**src/rtl/dioptase_mmu_pkg.sv**
```systemverilog
// Shared MMU definitions: page-table walker states, PTE field layout,
// TLB key layout and exception codes.
package dioptase_mmu_pkg;

    typedef enum logic [2:0] {
        WALK_IDLE,
        WALK_L1_REQ,
        WALK_L1_WAIT,
        WALK_L2_REQ,
        WALK_L2_WAIT,
        WALK_FILL,
        WALK_FAULT
    } walk_state_t;

    localparam int PTE_VALID_BIT = 0;
    localparam int PTE_PPN_MSB   = 17;
    localparam int PTE_PPN_LSB   = 12;

    localparam logic [7:0] EXC_UMISS      = 8'h82;
    localparam logic [7:0] EXC_KMISS      = 8'h83;
    localparam logic [7:0] EXC_PAGE_FAULT = 8'h84;

    localparam int PID_W     = 12;
    localparam int VPN_W     = 20;
    localparam int KEY_W     = PID_W + VPN_W;
    // Each table level is indexed by half of the vpn.
    localparam int LVL_IDX_W = VPN_W / 2;

endpackage

```
**src/rtl/tlb_walker.sv**
```systemverilog
// Two-level hardware page-table walker: turns a TLB miss into PTE reads and
// either a single TLB fill or a page-fault pulse.
module tlb_walker
    import dioptase_mmu_pkg::*;
#(
    parameter int         PA_W       = 18,
    parameter int         PPN_W      = 6,
    parameter logic [7:0] FAULT_CODE = EXC_PAGE_FAULT
) (
    input  logic             clk,
    input  logic             rst,
    input  logic             clk_en,
    input  logic [PA_W-1:0]  ptbr,
    input  logic             clear,
    input  logic             miss_valid,
    input  logic [KEY_W-1:0] miss_key,
    output logic             miss_ready,
    output logic             mem_req,
    output logic [PA_W-1:0]  mem_addr,
    input  logic             mem_ack,
    input  logic [31:0]      mem_rdata,
    output logic             tlb_we,
    output logic [KEY_W-1:0] tlb_key,
    output logic [31:0]      tlb_data,
    output logic             done,
    output logic             fault,
    output logic [7:0]       fault_code
);

    walk_state_t          state_q, state_d;
    logic [KEY_W-1:0]     key_q;
    logic [PPN_W-1:0]     ppn_q;
    logic [LVL_IDX_W-1:0] l1_idx, l2_idx;
    logic                 pte_valid;
    logic                 pte_take;
    logic                 unused_bits;

    assign l1_idx    = key_q[VPN_W-1 -: LVL_IDX_W];
    assign l2_idx    = key_q[LVL_IDX_W-1:0];
    assign pte_valid = mem_rdata[PTE_VALID_BIT];
    assign pte_take  = mem_ack && (state_q == WALK_L1_WAIT || state_q == WALK_L2_WAIT);
    assign unused_bits = ^{ptbr[PA_W-PPN_W-1:0], mem_rdata[31:PTE_PPN_MSB+1],
                           mem_rdata[PTE_PPN_LSB-1:PTE_VALID_BIT+1]};

    // clear aborts from any state, but like everything else only on an enabled edge.
    always_ff @(posedge clk) begin
        if (rst) begin
            state_q <= WALK_IDLE;
        end else if (clk_en) begin
            state_q <= clear ? WALK_IDLE : state_d;
        end
    end

    // Key and ppn are only observed in states reached after they are written,
    // so they carry no reset.
    always_ff @(posedge clk) begin
        if (clk_en && !clear) begin
            if (state_q == WALK_IDLE && miss_valid) begin
                key_q <= miss_key;
            end
            if (pte_take) begin
                ppn_q <= mem_rdata[PTE_PPN_MSB:PTE_PPN_LSB];
            end
        end
    end

    always_comb begin
        state_d    = state_q;
        miss_ready = 1'b0;
        mem_req    = 1'b0;
        mem_addr   = '0;
        tlb_we     = 1'b0;
        tlb_key    = '0;
        tlb_data   = '0;
        done       = 1'b0;
        fault      = 1'b0;
        fault_code = 8'h00;

        case (state_q)
            WALK_IDLE: begin
                miss_ready = 1'b1;
                if (miss_valid) begin
                    state_d = WALK_L1_REQ;
                end
            end
            WALK_L1_REQ, WALK_L1_WAIT: begin
                mem_req  = !clear;
                mem_addr = {ptbr[PA_W-1 -: PPN_W], l1_idx, 2'b00};
                if (state_q == WALK_L1_REQ) begin
                    state_d = WALK_L1_WAIT;
                end else if (mem_ack) begin
                    state_d = pte_valid ? WALK_L2_REQ : WALK_FAULT;
                end
            end
            WALK_L2_REQ, WALK_L2_WAIT: begin
                mem_req  = !clear;
                mem_addr = {ppn_q, l2_idx, 2'b00};
                if (state_q == WALK_L2_REQ) begin
                    state_d = WALK_L2_WAIT;
                end else if (mem_ack) begin
                    state_d = pte_valid ? WALK_FILL : WALK_FAULT;
                end
            end
            WALK_FILL: begin
                // A clear arriving with the fill wins; the entry is never written.
                tlb_we   = !clear;
                done     = !clear;
                tlb_key  = key_q;
                tlb_data = {{(32-PPN_W){1'b0}}, ppn_q};
                state_d  = WALK_IDLE;
            end
            WALK_FAULT: begin
                fault      = !clear;
                fault_code = clear ? 8'h00 : FAULT_CODE;
                state_d    = WALK_IDLE;
            end
            default: begin
                state_d = WALK_IDLE;
            end
        endcase
    end

endmodule

```
**config.mk**
```make
export PLATFORM = sky130hd
export DESIGN_NAME = tlb_walker
export DESIGN_NICKNAME = d
export VERILOG_FILES = /design/src/rtl/dioptase_mmu_pkg.sv /design/src/rtl/tlb_walker.sv
export SDC_FILE = /design/constraint.sdc
export NUM_CORES = 1
export LEC_CHECK = 0
export ABC_CLOCK_PERIOD_IN_PS = 2100
export CORE_MARGIN = 8
export CORE_UTILIZATION = 32
export CTS_BUF_LIST = sky130_fd_sc_hd__clkbuf_4
export DETAILED_ROUTE_END_ITERATION = 8
export GPL_TIMING_DRIVEN = 1
export PLACE_DENSITY_LB_ADDON = 0.08
export SYNTH_ARGS = -nofsm -noshare
export SYNTH_HDL_FRONTEND = slang
export SYNTH_SLANG_ARGS = --single-unit
```
**constraint.sdc**
```tcl
create_clock -name clk -period 2.1 [get_ports clk]
set_input_delay 0.21 -clock clk [delete_from_list [all_inputs] [get_ports clk]]
set_output_delay 0.21 -clock clk [all_outputs]
set_load 0.02 [all_outputs]
```
==> metrics.txt, run 1 <==
# TYPE chip_impl_metric gauge
chip_impl_info{name="outcome",value="completed"} 1
chip_impl_metric{name="p_leak",unit="nW"} 1.464
chip_impl_metric{name="postSynthAreaPerCell",unit="um2"} 10.90
chip_impl_metric{name="grt_start_max_net_pins",unit=""} 33
chip_impl_metric{name="route.detailed.vias_per_inst",unit=""} 4.479
chip_impl_metric{name="final_hold_viol_count",unit=""} 0
chip_impl_metric{name="finalSetupViolations",unit=""} 0
chip_impl_metric{name="critical_path.max_fanout",unit=""} 5
chip_impl_info{name="synth_top_family_by_area",value="simple AND/OR/NAND/NOR gates"} 1
chip_impl_metric{name="critical_path_required",unit="ps"} 1890
chip_impl_metric{name="async_reset_ff_share",unit="%"} 0
chip_impl_info{name="tritoncts",value="done"} 1
chip_impl_metric{name="ant_nets",unit=""} 0
chip_impl_metric{name="max_slew_violations",unit=""} 0
chip_impl_metric{name="drc",unit=""} 0
chip_impl_metric{name="synth_mux_area_share",unit="%"} 8.782
chip_impl_metric{name="power_switching",unit="mW"} 0.4429
chip_impl_metric{name="synth_seq_cells",unit=""} 41
chip_impl_metric{name="post_synthesis_share_of_cell_area_spent_on_full_adders_half_adders_and_majority_gates",unit="%"} 0.3992
chip_impl_metric{name="max_cap_viol_count",unit=""} 0
chip_impl_info{name="timing_worst_setup_path_type",value="flop to output port"} 1
chip_impl_metric{name="wire_length_of_the_first_global_routing_pass",unit="um"} 11970
chip_impl_info{name="min_path_type",value="primary input to flop"} 1
chip_impl_metric{name="fp.dieArea",unit="um2"} 10920
chip_impl_metric{name="clock.fmax",unit="MHz"} 497.8
chip_impl_info{name="holdCritStartpoint",value="miss_key[1]"} 1
chip_impl_metric{name="layoutNonFillerInstCount",unit=""} 451
chip_impl_metric{name="place_congestion",unit=""} 0.6938
chip_impl_metric{name="dieWidth",unit="um"} 104.5
chip_impl_metric{name="syn-cell-area",unit="um2"} 2507
chip_impl_metric{name="antenna_cells",unit=""} 0
chip_impl_metric{name="initialDrtViolationCount",unit=""} 65
chip_impl_metric{name="firstDrtPassIters",unit=""} 4
chip_impl_metric{name="clock_tree.htree_level_count",unit=""} 2
chip_impl_metric{name="cts_max_path_buffers",unit=""} 2
chip_impl_metric{name="hold_slack",unit="ps"} 409.0
chip_impl_metric{name="post_synth_and_or_nand_nor_area_fraction",unit="%"} 17.02
chip_impl_metric{name="placement.io_buffers",unit=""} 111
chip_impl_metric{name="clkSinkCount",unit=""} 41
chip_impl_metric{name="synth_edf_count",unit=""} 38
chip_impl_metric{name="post_drt_wl_per_cell",unit="um"} 15.87
chip_impl_metric{name="drt-total-wl",unit="um"} 7158
chip_impl_metric{name="internal_power",unit="mW"} 1.311
chip_impl_info{name="critPathLaunchType",value="flop"} 1
chip_impl_metric{name="worst_skew_late_latency",unit="ps"} 340
chip_impl_info{name="origin_of_the_critical_flop_to_flop_path",value="state_q[0]"} 1
chip_impl_metric{name="routed-via-count",unit=""} 2020
chip_impl_metric{name="row_count",unit=""} 32
chip_impl_info{name="cells_taking_the_most_area_after_synthesis",value="sky130_fd_sc_hd__edfxtp_1 46%, sky130_fd_sc_hd__buf_4 11%, sky130_fd_sc_hd__and2_1 9.5%"} 1
chip_impl_metric{name="seq_power_share",unit="%"} 53.0
chip_impl_metric{name="initial_core_util",unit="%"} 32.79
chip_impl_metric{name="finalNetCount",unit=""} 436
chip_impl_metric{name="cts.clk_slew.worst_paths",unit="ps"} 130
chip_impl_info{name="clockRootBuffer",value="sky130_fd_sc_hd__clkbuf_4"} 1
chip_impl_metric{name="synth_warn",unit=""} 0
chip_impl_metric{name="cellPowerDensity",unit="nW/um2"} 494.3
chip_impl_metric{name="cp_data_arrival_time",unit="ps"} 1800
chip_impl_info{name="cell_types_with_the_highest_counts_after_synthesis",value="38 x sky130_fd_sc_hd__and2_1, 38 x sky130_fd_sc_hd__edfxtp_1, 37 x sky130_fd_sc_hd__buf_4, 18 x sky130_fd_sc_hd__nand2_1"} 1
chip_impl_metric{name="placedCellCount",unit=""} 442
chip_impl_metric{name="ys_seq_area_share",unit="%"} 47.90
chip_impl_metric{name="grt_antenna_before_repair",unit=""} 0
chip_impl_metric{name="post_route_cells_drive_above_1_share",unit="%"} 28.65
chip_impl_metric{name="area_post_placement",unit="um2"} 3704
chip_impl_metric{name="synthXorXnorAreaFrac",unit="%"} 0.6986
chip_impl_metric{name="die-height",unit="um"} 104.5
chip_impl_metric{name="cts_buffers",unit=""} 5
chip_impl_metric{name="floorplan.io_pins",unit=""} 183
chip_impl_metric{name="synthCells",unit=""} 230
chip_impl_metric{name="layout-area-overhead-vs-synth",unit="%"} 41.52
chip_impl_metric{name="grtUsageTotal",unit="%"} 13.47
chip_impl_metric{name="detailedPlacementHpwl",unit="um"} 5636
chip_impl_metric{name="synth.lib_cells_used.distinct",unit=""} 34
chip_impl_metric{name="worst_ir_drop_vdd",unit="uV"} 376.4
chip_impl_metric{name="switching_share",unit="%"} 25.25
chip_impl_metric{name="core",unit="um2"} 7647
chip_impl_metric{name="period_minus_slack",unit="ps"} 2009
chip_impl_info{name="grt_setup_unrepaired",value="yes"} 1
chip_impl_metric{name="synth_compound_area_share",unit="%"} 10.28
chip_impl_metric{name="grt_overflow_total",unit=""} 0
chip_impl_metric{name="combPwrFrac",unit="%"} 17.5
chip_impl_metric{name="number_of_global_route_vias_before_repair",unit=""} 2221
chip_impl_metric{name="finalCritPeriodShare",unit="%"} 95.67
chip_impl_info{name="yosys_most_used_dff",value="sky130_fd_sc_hd__edfxtp_1"} 1
chip_impl_metric{name="power.clock.fraction",unit="%"} 29.5
chip_impl_metric{name="postLayoutCellArea",unit="um2"} 3548
chip_impl_info{name="worst_setup_path_startpoint",value="state_q[2]"} 1
chip_impl_metric{name="setup_skew",unit="ps"} 6.936
chip_impl_metric{name="synth.top_cell.area_share",unit="%"} 45.51
chip_impl_info{name="critPathCaptureType",value="output port"} 1
chip_impl_info{name="synth_largest_area_cell",value="sky130_fd_sc_hd__edfxtp_1"} 1
power groups by stage:
stage	Clock, mW	Sequential (mW)	Combinational (mW)
finish	0.517	0.930	0.307
global route	0.577	0.933	0.334
CTS	0.548	0.931	0.312
detailed placement	0	0.949	0.323
global placement	0	0.948	0.319
floorplan	0	0.942	0.209
sequential cells by signal, summed over array words and instances, names as in the netlist:
name and flops:
state_q 3, ppn_q 6, key_q 32
worst max-delay path: stages, from the launching register on:
cell,delay [ps]
sky130_fd_sc_hd__dfxtp_1,380
sky130_fd_sc_hd__inv_1,150
sky130_fd_sc_hd__nor3b_4,260
sky130_fd_sc_hd__buf_4,180
sky130_fd_sc_hd__nor2b_1,150
sky130_fd_sc_hd__dlygate4sd2_1,350
path summary, 6_finish.rpt:
kind                              endpoint  slack (ps)  cells after the start
worst max-delay path                  done          90                      5
worst max register to register   key_q[19]         480                      4
worst min-delay path              key_q[1]         410                      1
worst min register to register  state_q[2]         700                      3
metal layers:
metal	vias to the layer above	track usage, %	wire, um
li1	970	-	-
met1	955	14.68	2813
met2	89	23.13	3599
met3	6	6.196	675
met4	0	3.413	70
met5	-	0	0
cells by family (layout without fill, tap and decap cells):
group	after synthesis	after routing
compound gates	38	38
xor+xnor	2	2
fa+ha+maj	1	1
buf+inv	55	141
flops	41	41
mux	20	20
other cells	1	34
simple gates	72	72
cell usage in the layout, fill, tap and decap left out, drive strengths merged, types with 2 or more instances in the layout:
cell type / n
edfxtp: 38
clkdlybuf4s15: 2
nor2: 2
xnor2: 2
dlygate4sd2: 9
clkdlybuf4s50: 50
nand2: 18
mux2: 16
and2: 38
conb: 34
nand2b: 3
a22oi: 16
dfxtp: 3
inv: 2
nor3: 3
clkbuf: 54
o21ai: 18
buf: 20
mux2i: 4
timing repair:
item / 4_1_cts / 5_1_grt
buffers inserted: 0 / 1
hold buffers: 0 / 0
gates resized for setup: 63 / 117
endpoints found under the setup margin: 61 / 57
pin swaps: 0 / 1
metrics by stage:
stage | setup WS (ps) | setup TNS [ps] | power [mW] | utilization, %
detailed placement | 93.35 | 0 | 1.272 | 48.43
CTS | 5.000 | 0 | 1.791 | 48.56
floorplan | 47.97 | 0 | 1.151 | -
global placement | 82.83 | 0 | 1.267 | 48.43
global route | -72.09 | -136.6 | 1.844 | 46.40
finish | 91.02 | 0 | 1.754 | 46.40
final cells by class:
type / count / area (um2)
well taps: 102 / 127.6
fillers: 751 / 4099
repair buffers: 131 / 1052
flip-flops and latches: 41 / 1206
multi-input cells: 167 / 1076
inverters: 2 / 7.507
clock buffers: 5 / 37.54
clock inverters: 3 / 41.29
(Power assumes the default switching activity.)
==> run 2: changes to the inputs <==
- PLACE_DENSITY: unset -> 0.83
- PLACE_DENSITY_LB_ADDON: 0.08 -> unset
==> run 2 against run 1 <==
Net effect: clock power rose by 1%; power rose by 0.64%; cell count fell by 0.67%.
==> metrics.txt, run 2 (synthesis gave the netlist of run 1 again) <==
# TYPE chip_impl_metric gauge
chip_impl_metric{name="post_route_cells_drive_above_1_share",unit="%"} 27.17
chip_impl_metric{name="worst_skew_late_latency",unit="ps"} 350
chip_impl_metric{name="layout_setup_ws",unit="ps"} 119.3
chip_impl_metric{name="wire_length_of_the_first_global_routing_pass",unit="um"} 11880
chip_impl_metric{name="power.clock.fraction",unit="%"} 29.6
chip_impl_metric{name="drc",unit=""} 0
chip_impl_metric{name="row_count",unit=""} 32
chip_impl_metric{name="firstDrtPassIters",unit=""} 4
chip_impl_info{name="outcome",value="completed"} 1
chip_impl_info{name="layout_commonest_cell",value="sky130_fd_sc_hd__clkdlybuf4s50_1"} 1
chip_impl_metric{name="clkSinkCount",unit=""} 41
chip_impl_info{name="holdCritStartpoint",value="mem_rdata[13]"} 1
chip_impl_metric{name="cts.clk_slew.worst_paths",unit="ps"} 140
chip_impl_metric{name="cts_buffers",unit=""} 5
chip_impl_metric{name="drt-total-wl",unit="um"} 7339
chip_impl_metric{name="ant_nets",unit=""} 0
chip_impl_metric{name="post_drt_wl_per_cell",unit="um"} 16.38
chip_impl_metric{name="clock_tree.htree_level_count",unit=""} 2
chip_impl_metric{name="internal_power",unit="mW"} 1.320
chip_impl_metric{name="critical_path.max_fanout",unit=""} 5
chip_impl_metric{name="floorplan.io_pins",unit=""} 183
chip_impl_metric{name="max_cap_viol_count",unit=""} 0
chip_impl_metric{name="worst_ir_drop_vdd",unit="uV"} 287.6
chip_impl_metric{name="placement.io_buffers",unit=""} 111
chip_impl_metric{name="final_hold_viol_count",unit=""} 0
chip_impl_metric{name="routed-via-count",unit=""} 2031
chip_impl_metric{name="antenna_cells",unit=""} 0
chip_impl_metric{name="place_congestion",unit=""} 0.6914
chip_impl_metric{name="fp.dieArea",unit="um2"} 10920
chip_impl_info{name="clockRootBuffer",value="sky130_fd_sc_hd__clkbuf_4"} 1
chip_impl_metric{name="layout-area-overhead-vs-synth",unit="%"} 42.17
chip_impl_info{name="registers_with_the_highest_flip_flop_counts",value="key_q: 32 flops, ppn_q: 6 flops, state_q: 3 flops"} 1
chip_impl_metric{name="period_minus_slack",unit="ps"} 1981
chip_impl_info{name="timing_worst_setup_path_type",value="flop to output port"} 1
chip_impl_info{name="critPathCaptureType",value="output port"} 1
chip_impl_metric{name="grt_antenna_before_repair",unit=""} 0
chip_impl_metric{name="cp_data_arrival_time",unit="ps"} 1770
chip_impl_metric{name="initialDrtViolationCount",unit=""} 48
chip_impl_metric{name="max_slew_violations",unit=""} 0
chip_impl_metric{name="combPwrFrac",unit="%"} 17.8
chip_impl_metric{name="critical_path_required",unit="ps"} 1890
chip_impl_info{name="registers.top_by_ff_count",value="key_q"} 1
chip_impl_info{name="grt_setup_unrepaired",value="yes"} 1
chip_impl_info{name="critPathLaunchType",value="flop"} 1
chip_impl_metric{name="core",unit="um2"} 7647
chip_impl_metric{name="cellPowerDensity",unit="nW/um2"} 495.1
chip_impl_metric{name="setup_skew",unit="ps"} 16.38
chip_impl_metric{name="initial_core_util",unit="%"} 32.79
chip_impl_metric{name="power_switching",unit="mW"} 0.4451
chip_impl_metric{name="detailedPlacementHpwl",unit="um"} 5737
chip_impl_metric{name="finalNetCount",unit=""} 433
chip_impl_info{name="origin_of_the_critical_flop_to_flop_path",value="state_q[2]"} 1
chip_impl_metric{name="switching_share",unit="%"} 25.22
chip_impl_metric{name="rrSetupSlack",unit="ps"} 420
chip_impl_metric{name="grtUsageTotal",unit="%"} 13.47
chip_impl_metric{name="route.detailed.vias_per_inst",unit=""} 4.533
chip_impl_metric{name="grt_start_max_net_pins",unit=""} 36
chip_impl_metric{name="number_of_global_route_vias_before_repair",unit=""} 2305
chip_impl_metric{name="dieWidth",unit="um"} 104.5
chip_impl_info{name="mostFrequentLayoutCells",value="50 x sky130_fd_sc_hd__clkdlybuf4s50_1, 39 x sky130_fd_sc_hd__clkbuf_2, 38 x sky130_fd_sc_hd__and2_1, 38 x sky130_fd_sc_hd__edfxtp_1, 34 x sky130_fd_sc_hd__conb_1"} 1
chip_impl_metric{name="grt_overflow_total",unit=""} 0
chip_impl_info{name="whs_endpoint",value="ppn_q[1]"} 1
chip_impl_metric{name="finalPower",unit="mW"} 1.765
chip_impl_metric{name="dpl_worst_slack",unit="ps"} 60.17
chip_impl_metric{name="largest_register_ffs",unit=""} 32
chip_impl_info{name="timing.rr.end",value="key_q[7]"} 1
chip_impl_metric{name="finalCritPeriodShare",unit="%"} 94.32
chip_impl_metric{name="reg2reg_depth",unit=""} 4
chip_impl_metric{name="holdPathStages",unit=""} 1
chip_impl_info{name="min_path_type",value="primary input to flop"} 1
chip_impl_metric{name="cts_max_path_buffers",unit=""} 2
chip_impl_metric{name="seq_power_share",unit="%"} 52.7
chip_impl_metric{name="finalSetupViolations",unit=""} 0
chip_impl_info{name="tritoncts",value="done"} 1
chip_impl_metric{name="p_leak",unit="nW"} 1.468
chip_impl_metric{name="clock.fmax",unit="MHz"} 504.9
chip_impl_metric{name="die-height",unit="um"} 104.5
[run 2: cell count changes in the layout (fill, tap and decap cells not counted), moves of 2 or more]
| cell | change |
|---|---|
| sky130_fd_sc_hd__buf_4 | -2 |
| sky130_fd_sc_hd__o21ai_1 | +2 |
| sky130_fd_sc_hd__buf_2 | +3 |
| sky130_fd_sc_hd__dlygate4sd2_1 | +4 |
| sky130_fd_sc_hd__clkbuf_2 | -10 |
| sky130_fd_sc_hd__o21ai_0 | -2 |
| sky130_fd_sc_hd__clkdlybuf4s15_1 | +3 |
[run 2: final cells by class]
type | count | area, um2
Timing Repair Buffer | 128 | 1064
Clock inverter | 3 | 43.79
Clock buffer | 5 | 37.54
Multi-Input combinational cell | 167 | 1081
Inverter | 2 | 7.507
Sequential cell | 41 | 1204
Tap cell | 102 | 127.6
Fill cell | 738 | 4083
[run 2: through the flow]
stage	util (%)	hold WS (ps)	TNS [ps]	cell area, um2	instances
2_1_floorplan	-	308.9	0	2641	263
3_3_place_gp	48.30	693.1	0	3694	439
3_5_place_dp	48.30	710.0	0	3694	439
4_1_cts	48.69	376.7	0	3724	449
5_1_grt	46.61	359.6	-86.10	3565	448
6_report	46.61	401.0	0	3565	448
[run 2: worst max-delay path, cell delays in order, from the launching register on]
cell,delay [ps]
sky130_fd_sc_hd__dfxtp_1,400
sky130_fd_sc_hd__inv_2,110
sky130_fd_sc_hd__nor3b_4,250
sky130_fd_sc_hd__buf_4,160
sky130_fd_sc_hd__nor2b_1,150
sky130_fd_sc_hd__dlygate4sd2_1,360
[run 2: how the worst max path moves through the flow]
stage               slack, ps  depth (start not counted)        from           to
global placement          100                          6  state_q[1]  mem_addr[2]
global route              -40                          5  state_q[2]       tlb_we
floorplan                  50                          4  state_q[1]     key_q[0]
finish                    120                          5  state_q[2]       tlb_we
CTS                         5                          5  state_q[2]   tlb_key[0]
detailed placement         60                          5  state_q[1]  mem_addr[8]
[run 2: what timing repair did]
action	in CTS	in global routing
buffers inserted	2	0
setup endpoints to repair	61	55
gates resized for setup	80	93
hold buffers	0	0
endpoints found under the hold margin	0	0
[run 2: layer usage]
layer / up-vias / track usage (%) / wire, um
li1: 967 / - / -
met1: 923 / 13.00 / 2645
met3: 20 / 8.860 / 995
met4: 0 / 4.550 / 139
met5: - / 0 / 0
met2: 121 / 22.72 / 3559
[run 2: power by group through the flow]
stage	sequential, mW	combinational (mW)	clock (mW)
global placement	0.946	0.317	0
finish	0.930	0.313	0.522
CTS	0.930	0.315	0.548
global route	0.933	0.337	0.583
detailed placement	0.948	0.325	0
floorplan	0.942	0.209	0
